==> src/rtl/jk_seq_pkg.sv <==
// Shared encodings for the JK sequencer: command opcodes and controller states.
package jk_seq_pkg;

    typedef enum logic [1:0] {
        OP_LOAD  = 2'd0,
        OP_UP    = 2'd1,
        OP_DOWN  = 2'd2,
        OP_CLEAR = 2'd3
    } op_e;

    typedef enum logic [1:0] {
        ST_IDLE = 2'd0,
        ST_EXEC = 2'd1,
        ST_DONE = 2'd2
    } state_e;

    function automatic logic is_count(input op_e op);
        return (op == OP_UP) || (op == OP_DOWN);
    endfunction

endpackage

==> src/rtl/jk_bank.sv <==
// WIDTH-bit bank of jk_flipflop cells sharing clock and reset.
module jk_bank #(
    parameter int WIDTH = 4
) (
    input  logic             clk,
    input  logic             rst,
    input  logic [WIDTH-1:0] j,
    input  logic [WIDTH-1:0] k,
    output logic [WIDTH-1:0] q,
    output logic [WIDTH-1:0] qbar
);

    for (genvar g = 0; g < WIDTH; g++) begin : g_ff
        jk_flipflop u_ff (
            .clk  (clk),
            .rst  (rst),
            .j    (j[g]),
            .k    (k[g]),
            .q    (q[g]),
            .qbar (qbar[g])
        );
    end

endmodule

==> src/rtl/jk_flipflop.sv <==
// Single JK flip-flop cell: 00 hold, 01 reset, 10 set, 11 toggle; async active-high reset.
module jk_flipflop (
    input  logic clk,
    input  logic rst,
    input  logic j,
    input  logic k,
    output logic q,
    output logic qbar
);

    // NOTE: sequential state uses non-blocking assignments so every flop samples pre-edge values.
    always_ff @(posedge clk or posedge rst) begin
        if (rst) begin
            q <= 1'b0;
        end else begin
            case ({j, k})
                2'b01:   q <= 1'b0;
                2'b10:   q <= 1'b1;
                2'b11:   q <= ~q;
                default: q <= q;
            endcase
        end
    end

    assign qbar = ~q;

endmodule

==> src/rtl/jk_seq_ctrl.sv <==
// Command sequencer driving a JK flip-flop bank (load / count up / count down / clear).
// Optional macro JK_SAT_EN: counts saturate at the rails and raise the sticky sat flag.
module jk_seq_ctrl
    import jk_seq_pkg::*;
#(
    parameter int WIDTH = 4,
    parameter int LEN_W = 8
) (
    input  logic             clk,
    input  logic             rst,
    input  logic             cmd_valid,
    output logic             cmd_ready,
    input  logic [1:0]       cmd_op,
    input  logic [WIDTH-1:0] cmd_data,
    input  logic [LEN_W-1:0] cmd_len,
    output logic [WIDTH-1:0] q,
    output logic [WIDTH-1:0] qbar,
    output logic             busy,
    output logic             done,
    output logic             sat
);

    state_e             r_state, w_next;
    op_e                r_op;
    op_e                w_cmd_op;
    logic [WIDTH-1:0]   r_data;
    logic [LEN_W-1:0]   r_cnt;
    logic [WIDTH-1:0]   w_j, w_k, w_q, w_qbar;
    logic               w_accept, w_last, w_blocked;

    // Bit i toggles when every lower bit of v is 1 (v = q counts up, v = ~q counts down).
    function automatic logic [WIDTH-1:0] carry_mask(input logic [WIDTH-1:0] v);
        logic [WIDTH-1:0] m;
        logic             acc;
        m   = '0;
        acc = 1'b1;
        for (int i = 0; i < WIDTH; i++) begin
            m[i] = acc;
            acc  = acc & v[i];
        end
        return m;
    endfunction

    assign w_cmd_op = op_e'(cmd_op);
    assign w_accept = cmd_valid && (r_state == ST_IDLE);
    assign w_last   = (r_op == OP_LOAD) || (r_op == OP_CLEAR) || (r_cnt == LEN_W'(1));

`ifdef JK_SAT_EN
    logic r_sat;

    assign w_blocked = ((r_op == OP_UP) && (&w_q)) || ((r_op == OP_DOWN) && ~(|w_q));

    always_ff @(posedge clk or posedge rst) begin
        if (rst) begin
            r_sat <= 1'b0;
        end else if (w_accept && !is_count(w_cmd_op)) begin
            r_sat <= 1'b0;
        end else if ((r_state == ST_EXEC) && w_blocked) begin
            r_sat <= 1'b1;
        end
    end

    assign sat = r_sat;
`else
    assign w_blocked = 1'b0;
    assign sat       = 1'b0;
`endif

    always_ff @(posedge clk or posedge rst) begin
        if (rst) r_state <= ST_IDLE;
        else     r_state <= w_next;
    end

    // NOTE: every always_comb output gets a default first, so no path can infer a latch.
    always_comb begin
        w_next = r_state;
        w_j    = '0;
        w_k    = '0;
        case (r_state)
            ST_IDLE: begin
                if (w_accept)
                    w_next = (is_count(w_cmd_op) && (cmd_len == '0)) ? ST_DONE : ST_EXEC;
            end
            ST_EXEC: begin
                case (r_op)
                    OP_LOAD: begin
                        w_j = r_data;
                        w_k = ~r_data;
                    end
                    OP_UP: begin
                        w_j = carry_mask(w_q);
                        w_k = w_j;
                    end
                    OP_DOWN: begin
                        w_j = carry_mask(w_qbar);
                        w_k = w_j;
                    end
                    default: w_k = '1;
                endcase
                if (w_blocked) begin
                    w_j = '0;
                    w_k = '0;
                end
                if (w_last) w_next = ST_DONE;
            end
            ST_DONE: w_next = ST_IDLE;
            default: w_next = ST_IDLE;
        endcase
    end

    // Command fields are captured at the handshake; the step counter runs only in EXEC.
    always_ff @(posedge clk or posedge rst) begin
        if (rst) begin
            r_op   <= OP_LOAD;
            r_data <= '0;
            r_cnt  <= '0;
        end else if (w_accept) begin
            r_op   <= w_cmd_op;
            r_data <= cmd_data;
            r_cnt  <= cmd_len;
        end else if ((r_state == ST_EXEC) && (r_cnt != '0)) begin
            r_cnt  <= r_cnt - LEN_W'(1);
        end
    end

    jk_bank #(
        .WIDTH (WIDTH)
    ) u_bank (
        .clk  (clk),
        .rst  (rst),
        .j    (w_j),
        .k    (w_k),
        .q    (w_q),
        .qbar (w_qbar)
    );

    assign q         = w_q;
    assign qbar      = w_qbar;
    assign cmd_ready = (r_state == ST_IDLE);
    assign busy      = (r_state == ST_EXEC) || (r_state == ST_DONE);
    assign done      = (r_state == ST_DONE);

endmodule

==> config.mk <==
export PLATFORM = sky130hd
export DESIGN_NAME = jk_seq_ctrl
export DESIGN_NICKNAME = d
export VERILOG_FILES = /design/src/rtl/jk_seq_pkg.sv /design/src/rtl/jk_bank.sv /design/src/rtl/jk_flipflop.sv /design/src/rtl/jk_seq_ctrl.sv
export SDC_FILE = /design/constraint.sdc
export NUM_CORES = 1
export LEC_CHECK = 0
export CAP_MARGIN = 20
export CORE_AREA = 2 2 70 72
export CTS_CLUSTER_SIZE = 24
export DETAILED_ROUTE_END_ITERATION = 7
export DIE_AREA = 0 0 72 74
export PLACE_DENSITY = 0.61
export SYNTH_ARGS = -nofsm -noshare
export SYNTH_HDL_FRONTEND = slang
export SYNTH_SLANG_ARGS = --single-unit
==> constraint.sdc <==
create_clock -name clk -period 3.8 [get_ports clk]
set_input_delay 0.76 -clock clk [delete_from_list [all_inputs] [get_ports clk]]
set_output_delay 0.76 -clock clk [all_outputs]
set_load 0.1 [all_outputs]
# ---- Word-level counts from Yosys, hierarchy flattened
# Index checks and enable logic that the tools add are counted.
dict set report op_classes {
  n_addsub 1
  n_eq_ne 22
  n_mux 14
  n_bitwise 9
  reduce_logical 17
}
# cell count
set op_table {}
lappend op_table {{2-bit == test (second input constant)} 12}
lappend op_table {{4-bit one-hot mux with 3 select lines} 2}
lappend op_table {{8-bit two-way mux} 2}
lappend op_table {{2-bit by 1-bit == test with 1-bit output (second input constant)} 7}
lappend op_table {{1-bit one-hot mux with 3 select lines} 4}
lappend op_table {{3-bit nonzero test} 4}
lappend op_table {{8-bit by 1-bit == test with 1-bit output (second input constant)} 1}
lappend op_table {{8-bit logical NOT} 1}
lappend op_table {{4-bit two-way mux} 2}
lappend op_table {{8-bit nonzero test} 1}
lappend op_table {{8-bit by 1-bit subtractor with 8-bit output (second input constant)} 1}
lappend op_table {{2-bit two-way mux} 3}
lappend op_table {{1-bit AND} 4}
lappend op_table {{2-bit logical NOT} 2}
lappend op_table {{1-bit logical OR} 4}
lappend op_table {{1-bit NOT} 4}
lappend op_table {{4-bit NOT} 1}
lappend op_table {{2-bit one-hot mux with 2 select lines} 1}
lappend op_table {{1-bit logical AND} 3}
lappend op_table {{2-bit by 1-bit inequality test with 1-bit output (second input constant)} 1}
lappend op_table {{2-bit inequality test (second input constant)} 1}
lappend op_table {{2-bit AND reduction} 1}
lappend op_table {{2-bit nonzero test} 1}
dict set report totals {
  reg_bits 20
  input_bits 17
  out_inout_bits 12
  wordCells 71
}

# ---- Logic depth before layout (Yosys ltp)
dict set report depth {
  depth_word 7
  mapped_depth 7
  mapped_depth_nobuf 6
}

# ---- Modules after synthesis
# Synthesis repeated with hierarchy kept, for this count alone.
dict set report unflattened {
  hier_cells 143
  hier_area_um2 1308.8
}
# mod instances cells_per_inst area_each_um2 seq_area_each_um2
set by_module_without_submodules {}
lappend by_module_without_submodules {jk_seq_ctrl 1 123 1143.6 400.4}
lappend by_module_without_submodules {jk_flipflop 4 5 41.3 25.0}

# ---- Worst setup path after synthesis
# No wires, ideal clock.
dict set report synth_path {
  path_type {register to register}
  from {register r_state[0]}
  to {register r_data[0]}
  setup_time_ns 0.125
  arrival_ns 2.138
  required_time_ns 3.675
  setup_slack_ns 1.537
  stages_incl_launch_ff 6
  n_path_buf 1
  synth_period_minus_slack_ns 2.263
  cell_sequence {dfrtp_1 -> inv_1 -> ha_1 -> nand2_1 -> clkbuf_1 -> mux2_2}
}
dict set report synth_between {
  elab_chain_cells 2
}
# element line
set synth_rtl {}
lappend synth_rtl {{start, declared} jk_seq_ctrl.sv:23} ;# state_e r_state, w_next;
lappend synth_rtl {{start signal, assigned} jk_seq_ctrl.sv:71} ;# else r_state <= w_next;
lappend synth_rtl {{2-bit logical NOT} -}
lappend synth_rtl {{via cmd_ready} jk_seq_ctrl.sv:12} ;# output logic cmd_ready,
lappend synth_rtl {{1-bit logical AND} jk_seq_ctrl.sv:45} ;# assign w_accept = cmd_valid && (r_state == ST_IDLE);
lappend synth_rtl {{end signal, assigned} jk_seq_ctrl.sv:119} ;# r_data <= cmd_data;
lappend synth_rtl {{end, declared} jk_seq_ctrl.sv:26} ;# logic [WIDTH-1:0] r_data;
# The timed path passes the listed nets, and every way through them passes these cells.
# A chain may end at the register's enable or synchronous reset.

# ---- Worst setup path after layout
dict set report layout_path {
  from {register r_state[0]}
  to {output port done}
}
dict set report layout_between {
  elab_chain_cells 1
}
# element line
set layout_rtl {}
lappend layout_rtl {{2-bit == test} jk_seq_ctrl.sv:141} ;# assign done = (r_state == ST_DONE);
lappend layout_rtl {{end, declared} jk_seq_ctrl.sv:19} ;# output logic done,
# No other way between the ends.

==> results.json <==
{
  "io_pins": 29,
  "grt_start_max_net_pins": 24,
  "core-area_um2": 4600,
  "fmax_ghz": 0.362,
  "cts_htree_levels": 1,
  "startpoint": "r_state[0]$_DFFE_PP0P_",
  "drc_errors": 0,
  "max_slew_margin": 0.357,
  "syn_to_final_growth_pct": 23.2,
  "async_flop_share": 1.00,
  "register_area_um2": 500,
  "hold_viol": 0,
  "yosys.area.top_type_share": 0.376,
  "setup_violations": 0,
  "grt_use_total": 0.112,
  "gp_congestion": 0.763,
  "worstMarginPinSlew_ns": 0.961,
  "clock_latency_ns": 0.26,
  "cts_buffer_depth": 2,
  "wl_per_cell_um": 12.4,
  "slowest_stage": "clkdlybuf4s50_1",
  "floorplan.initialDensity": 0.290,
  "ys.flop_type": "dfrtp_1",
  "numCtsBuffers": 3,
  "synth_common_cells": "dfrtp_1 (20), inv_1 (12), nor2_1 (11)",
  "hold_path_class": "reg2reg",
  "rows": 25,
  "fill_cells": 493,
  "cp.required_ns": 3.04,
  "min_path_cells": 1,
  "cp_max_fo": 3,
  "clock_skew_ns": 0.00127,
  "tns_ns": 0,
  "min_period_ns": 2.76,
  "slew_viol_final": 0,
  "antenna_found_initial": 0,
  "grt_pass1_vias": 1028,
  "synth_edf_count": 0,
  "grt_use_met2": 0.183,
  "grt.met3_usage": 0.0217,
  "grt_use_met1": 0.145,
  "path_clk_slew_ns": 0.07,
  "critPathArrivalTime_ns": 2.00,
  "synth_cell_type_count": 38,
  "endpoint_kind": "output pin",
  "yosys.cell_count.top_type": "dfrtp_1",
  "ys_ff_latch": 20,
  "cts_resized": 0,
  "synth-seq-area-share": 0.376,
  "rr_startpoint": "r_state[1]$_DFFE_PP0P_",
  "hold_start": "r_data[2]$_DFFE_PP0P_",
  "period_share": 0.727,
  "overflow": 0,
  "ff2ff_path_depth": 6,
  "start_kind": "register",
  "ctsHoldBuffers": 0,
  "die-area_um2": 5330,
  "final_nets": 189,
  "hpwl_um": 2060,
  "dieWidth_um": 72,
  "routed_wl_um": 2670,
  "criticalPathCategory": "reg2out",
  "synth_nets": 169,
  "drt_pass1_iterations": 4,
  "drtAntennaViolNets": 0,
  "synth_area_leader_cell": "dfrtp_1",
  "cts_tree": "done",
  "yosys-top-cells-area": "dfrtp_1 (38%), ha_1 (9.4%), mux2_2 (5.9%)",
  "drtIter0Drc": 23,
  "crit_chain": "inv_1, ha_1, clkdlybuf4s50_1",
  "drive_gt1_frac": 0.118,
  "synth_cells": 142,
  "multiInputGateArea_um2": 707,
  "vias_per_cell": 4.81,
  "slowest_delay_ns": 1.12,
  "clkSinkCount": 20,
  "grt-busiest-layer": "met2",
  "netlist_area_um2": 1330,
  "die_h_um": 74,
  "yosysWarnings": 0,
  "syn_area_per_cell_um2": 9.38,
  "post-cts-setup-buffer-count": 0,
  "vias": 1035,
  "root_buffer": "clkbuf_8",
  "antenna-diode-count": 0,
  "portBuffers": 27,
  "grt_pass1_wl_um": 4600,
  "status": "finished clean",
  "maxCapViolCount": 0,
  "postLayoutCoreUtil": 0.357,
  "rsz0062_at_grt": "false"
}
==> cell families after synthesis <==
logic type | synth area share
compound gates | 0.139
xor+xnor | 0.0395
simple gates | 0.181
buf+inv | 0.0930
flops | 0.376
other cells | 0.00282
mux | 0.0743
fa+ha+maj | 0.0940
==> stage by stage <==
stage	instances	cell area (um2)	hold WS, ns	worst slack [ns]
final	215	1640	0.511	1.04
after global routing	215	1640	0.517	0.946
after CTS	215	1640	0.514	1.02
after detailed placement	211	1590	0.494	1.32
after global placement	211	1590	0.491	1.32
after floorplan	142	1330	0.479	1.54
==> placed cells by master, fill, tap and decap left out, types with 2 or more instances in the layout <==
cell type	count
buf_4	2
o211ai_1	3
nand2b_1	4
nand3_1	4
o22ai_1	3
mux2_2	7
clkdlybuf4s50_1	25
ha_1	10
mux2i_1	2
nand2_1	6
dfrtp_1	20
xor2_1	2
nor4_1	3
or4_1	2
a21oi_1	9
nor2b_1	2
o21ai_0	4
clkbuf_8	4
inv_1	12
nor2_1	11
xnor2_1	4
nor3_1	3
or3b_2	2
or3_1	2
==> critical path, delay by kind of cell (launching register included) <==
family | cells | cell delay (ns)
DFF | 1 | 0.38
adders and majority gates | 1 | 0.15
buffers and inverters | 2 | 1.21
==> routing by layer <==
metal | wire length [um] | up-vias
met5 | 0 | -
met4 | 41 | 0
met3 | 141 | 4
met2 | 1270 | 33
met1 | 1220 | 472
li1 | - | 526
==> flip-flops by register name (all words and copies together) (netlist names) <==
| register | count |
|---|---|
| r_state | 2 |
| u_bank.g_ff.u_ff.q | 4 |
| r_data | 4 |
| r_cnt | 8 |
| r_op | 2 |
==> final cells by class <==
class | instances | share of cell area
Inverter | 12 | 0.0275
Timing Repair Buffer | 27 | 0.162
Clock buffer | 4 | 0.0336
Tap cell | 54 | 0.0412
Multi-Input combinational cell | 98 | 0.431
Sequential cell | 20 | 0.305
==> worst paths after layout <==
path	to	slack, ns
max in group asynchronous	u_bank.g_ff[3].u_ff.q$_DFFE_PP0P_	2.35
worst min register to register	r_data[2]$_DFFE_PP0P_	0.51
worst min-delay path	r_data[2]$_DFFE_PP0P_	0.51
min in group asynchronous	r_cnt[2]$_DFFE_PP0P_	0.95
worst max register to register	r_cnt[3]$_DFFE_PP0P_	1.65
worst max-delay path	done	1.04
Power is left out: the tool's default activity adds up to more than one toggle a clock period on the data nets, which glitch-free logic cannot reach.
==> edit 1: new RTL, same flow settings <==
Change the parameter `LEN_W` from 8 to 4.
--- a/src/rtl/jk_seq_ctrl.sv
+++ b/src/rtl/jk_seq_ctrl.sv
@@ -4,7 +4,7 @@
     import jk_seq_pkg::*;
 #(
     parameter int WIDTH = 4,
-    parameter int LEN_W = 8
+    parameter int LEN_W = 4
 ) (
     input  logic             clk,
     input  logic             rst,
Interface: changed (resized cmd_len); port bits go from 29 to 25. No check against the original RTL was run, so the function may have changed too.
==> edit 1 against the unedited design <==
  * Die area is the same
  * Hold slack about the same
  * Area after synthesis is 16% lower
  * Synthesized cell count decreased by 16%
  * Worst setup slack better by 0.012 ns
  * Sequential cell count fell by 4
  * Wire length down 18%
  * Design area fell by 16%
  * Utilization is 5.6 points lower
  * Cell count is 13% lower
Power is not shown: default switching activity piles up to over one toggle a cycle in this logic, so the estimate is an artifact.
==> edit 1: results (changes against the unedited design) <==
Yosys warning count: 0 (unchanged)
type of the tightest min-delay check: reg2reg
H-tree Lvls: 1 (unchanged)
initial antenna violation count: 0 (unchanged)
ys async rst share: 100% (unchanged)
layout net count: 157 (-17%)
Commonest cells post-synth: dfrtp_1 (16), inv_1 (14), nand2_1 (10), buf_4 (9), ha_1 (9)
clock slew at reported path FFs: 0.06 ns
Regs by FF count: r_cnt: 4 flops, r_data: 4 flops, u_bank.g_ff.u_ff.q: 4 flops
All-Layer GR Usage: 9.31% (-1.9 points)
Clock Root Buffer: clkbuf_8
Worst-Skew Late Latency: 0.25 ns
Clock Tree Buf Depth: 2 (unchanged)
vias in the first global route: 877 (-15%)
Synthesized Nets: 141 (-17%)
drt pass-1 iters: 4 (unchanged)
min Tclk post-route: 2.75 ns (-0.0118 ns)
critical path peak fanout: 3 (unchanged)
Synth Area in Compound Gates: 13.9% (about the same)
# port buffers: 23 (-15%)
DR vias: 855 (-17%)
post-CTS setup buffer count: 0 (unchanged)
post_cts resized: 0 (unchanged)
Synth Area in XOR/XNOR: 0.779% (-3.2 points)
DR iter-0 viols: 39 (+70%)
Setup violations, final: 0 (unchanged)
synth top area cells: dfrtp_1 (36%), ha_1 (10%), buf_4 (6.0%)
global-route wire length before repair: 3800 um (-17%)
Post-Synth Adder-Cell Area: 10.0% (+0.61 points)
DPL Wire Length: 1700 um (-18%)
share of cells above drive strength 1: 13.4% (+1.6 points)
status: finished, final reports clean
Slew headroom: 35.5% (-0.22 points)
ant diodes: 0 (unchanged)
final clock skew: 0.00221 ns (+0.000938 ns)
RePlAce Congestion: 0.769 (+0.68%)
mux share of post-synthesis cell area: 7.79% (+0.36 points)
Netlist cell types: 37 (-2.6%)
number of fill cells in the layout: 481 (-2.4%)
sequential area share after synthesis: 35.6% (-2.0 points)
Worst EP arrival: 1.99 ns
Routed WL: 2190 um (-18%)
largest net degree at the start of global routing: 17 (-29%)
Main synth FF type: dfrtp_1
## edit 1: final timing paths
kind	start	end	slack, ns	cells past startpoint
min in group asynchronous	rst	r_data[0]	0.88	2
max in group asynchronous	rst	r_data[3]	2.52	2
worst max-delay path	r_state[0]	done	1.05	3
worst min register to register	r_data[0]	r_data[0]	0.51	1
worst min-delay path	r_data[0]	r_data[0]	0.51	1
worst max register to register	r_state[1]	r_cnt[3]	2.08	5
## edit 1: stage by stage
step                area, um2  hold WS [ns]  util (%)  std cells  setup WS, ns
floorplan                1120         0.479         -        119          1.54
global placement         1330         0.492      28.9        184          1.33
detailed placement       1330         0.503      28.9        184          1.31
CTS                      1390         0.519      30.1        188          1.04
global route             1390         0.546      30.1        188         0.981
finish                   1390         0.511      30.1        188          1.05
## edit 1: kinds of logic (layout without fill, tap and decap cells)
kind of cell    Yosys count  in the layout
mux                       8              8
xor+xnor                  1              1
other cells               1              1
fa+ha+maj                 9              9
simple gates             36             36
flops                    16             16
buf+inv                  26             41
compound gates           22             22
## edit 1: layer usage
layer | track usage [%] | vias up | routed length, um
li1 | - | 434 | -
met1 | 11.9 | 391 | 1080
met2 | 14.3 | 25 | 963
met3 | 2.30 | 5 | 104
met4 | 5.66 | 0 | 37
met5 | 0 | - | 0
## edit 1: worst max-delay path, cell delays in order (launching register included)
cell and delay, ns:
dfrtp_1 0.40, inv_1 0.08, ha_1 0.14, clkdlybuf4s50_1 1.12
## edit 1: area by class of cell
class,count,area share [%]
Multi-Input combinational cell,77,42.2
Sequential cell,16,28.9
Timing Repair Buffer,23,16.3
Tap cell,54,4.88
Clock buffer,4,3.97
Inverter,14,3.79
==> edit 2: new RTL, config.mk and constraints unchanged <==
Without the edit above. Encoding of `state_e`: now one-hot (3 bits for 3 states).
--- a/src/rtl/jk_seq_pkg.sv
+++ b/src/rtl/jk_seq_pkg.sv
@@ -8,10 +8,10 @@
         OP_CLEAR = 2'd3
     } op_e;
 
-    typedef enum logic [1:0] {
-        ST_IDLE = 2'd0,
-        ST_EXEC = 2'd1,
-        ST_DONE = 2'd2
+    typedef enum logic [2:0] {
+        ST_IDLE = 3'b001,
+        ST_EXEC = 3'b010,
+        ST_DONE = 3'b100
     } state_e;
 
     function automatic logic is_count(input op_e op);
Formal check against the unedited RTL: no difference found for any inputs over 10 cycles, from zero or initial values and one cycle with rst high; not proved beyond that.
==> edit 2 against the unedited design <==
  * Sequential cell count increased by 1
  * Wire length increased by 11%
  * Global-route usage increased by 0.87 points
  * Worst setup slack got worse by 0.037 ns
  * Design area increased by 2.5%
  * Area after synthesis increased by 4.8%
Power is not shown: default switching activity piles up to over one toggle a cycle in this logic, so the estimate is an artifact.
==> edit 2: results (changes against the unedited design) <==
Synth Area in Compound Gates: 16.6% (+2.7 points)
All-Layer GR Usage: 12.1% (+0.87 points)
number of fill cells in the layout: 485 (-1.6%)
total CTS buffers: 3 (unchanged)
Met3 Wirelength: 98 um (-30%)
FF-to-FF Start: r_cnt[0]
r2r endpoint: r_cnt[6]
Met1 Wirelength: 1420 um (+16%)
global-route wire length before repair: 5070 um (+10%)
Worst EP arrival: 2.04 ns (+0.04 ns)
Synth Area in XOR/XNOR: 0.628% (-3.3 points)
Netlist cell types: 48 (+26%)
Yosys warning count: 0 (unchanged)
Hold WS: 0.482 ns (-0.0292 ns)
met2 WL: 1410 um (+11%)
final clock skew: 0.00694 ns (+0.00567 ns)
DR iter-0 viols: 51 (+120%)
met2 track demand over resource: 20.1% (+1.7 points)
ant diodes: 0 (unchanged)
RePlAce Congestion: 0.784 (+2.7%)
layout net count: 193 (+2.1%)
flop-to-flop setup slack: 1.72 ns (+0.07 ns)
synth top area cells: dfrtp_1 (36%), ha_1 (6.3%), nand2_1 (5.7%)
Area after DPL: 1640 um2 (+3.2%)
Clock Tree Buf Depth: 2 (unchanged)
Synthesized Nets: 175 (+3.6%)
met3 GRT Util: 1.63% (-0.54 points)
Core Util, Final: 36.6% (+0.90 points)
Global Route met1 Usage: 16.3% (+1.8 points)
Worst Hold End: r_data[2]
share of cells above drive strength 1: 8.93% (-2.9 points)
status: finished, final reports clean
hold path depth: 2 (+1)
DPL Wire Length: 2200 um (+6.6%)
vias in the first global route: 1052 (+2.3%)
via/cell ratio: 5.16 (+7.1%)
largest net degree at the start of global routing: 22 (-8.3%)
Commonest cells post-synth: nand2_1 (21), dfrtp_1 (20), inv_1 (11), buf_4 (9)
Avg WL per Cell: 13.3 um (+7.1%)
critical path peak fanout: 4 (+1)
Tightest Pin Transition: 0.959 ns (-0.00203 ns)
sequential area share after synthesis: 37.8% (+0.16 points)
## edit 2: cell count changes after synthesis, moves of 3 or more
cell | before | now
a211o_1 | 0 | 3
a21oi_1 | 9 | 2
a221o_1 | 0 | 3
ha_1 | 10 | 7
mux2_2 | 7 | 1
mux2i_1 | 2 | 5
nand2_1 | 6 | 21
nand2b_1 | 4 | 1
nor2_1 | 11 | 7
o21ai_0 | 4 | 1
o21ai_1 | 1 | 5
xnor2_1 | 4 | 0
## edit 2: through the flow
stage                     instances  setup WS, ns
after floorplan                 151         0.747
after global placement          218          1.27
after detailed placement        218          1.27
after CTS                       222         0.985
after global routing            222         0.897
final                           222          1.00
## edit 2: final cells by class
cell class / count / share of cell area [%]
multi-input combinational: 105 / 43.8
sequential: 21 / 31.3
timing repair buffer: 27 / 15.8
tap: 54 / 4.02
clock buffer: 4 / 2.68
inverter: 11 / 2.46
## edit 2: critical path, stage by stage, from the launching register on
cell and delay [ns]:
dfrtp_1 0.43, nor3b_2 0.20, clkdlybuf4s50_1 1.15
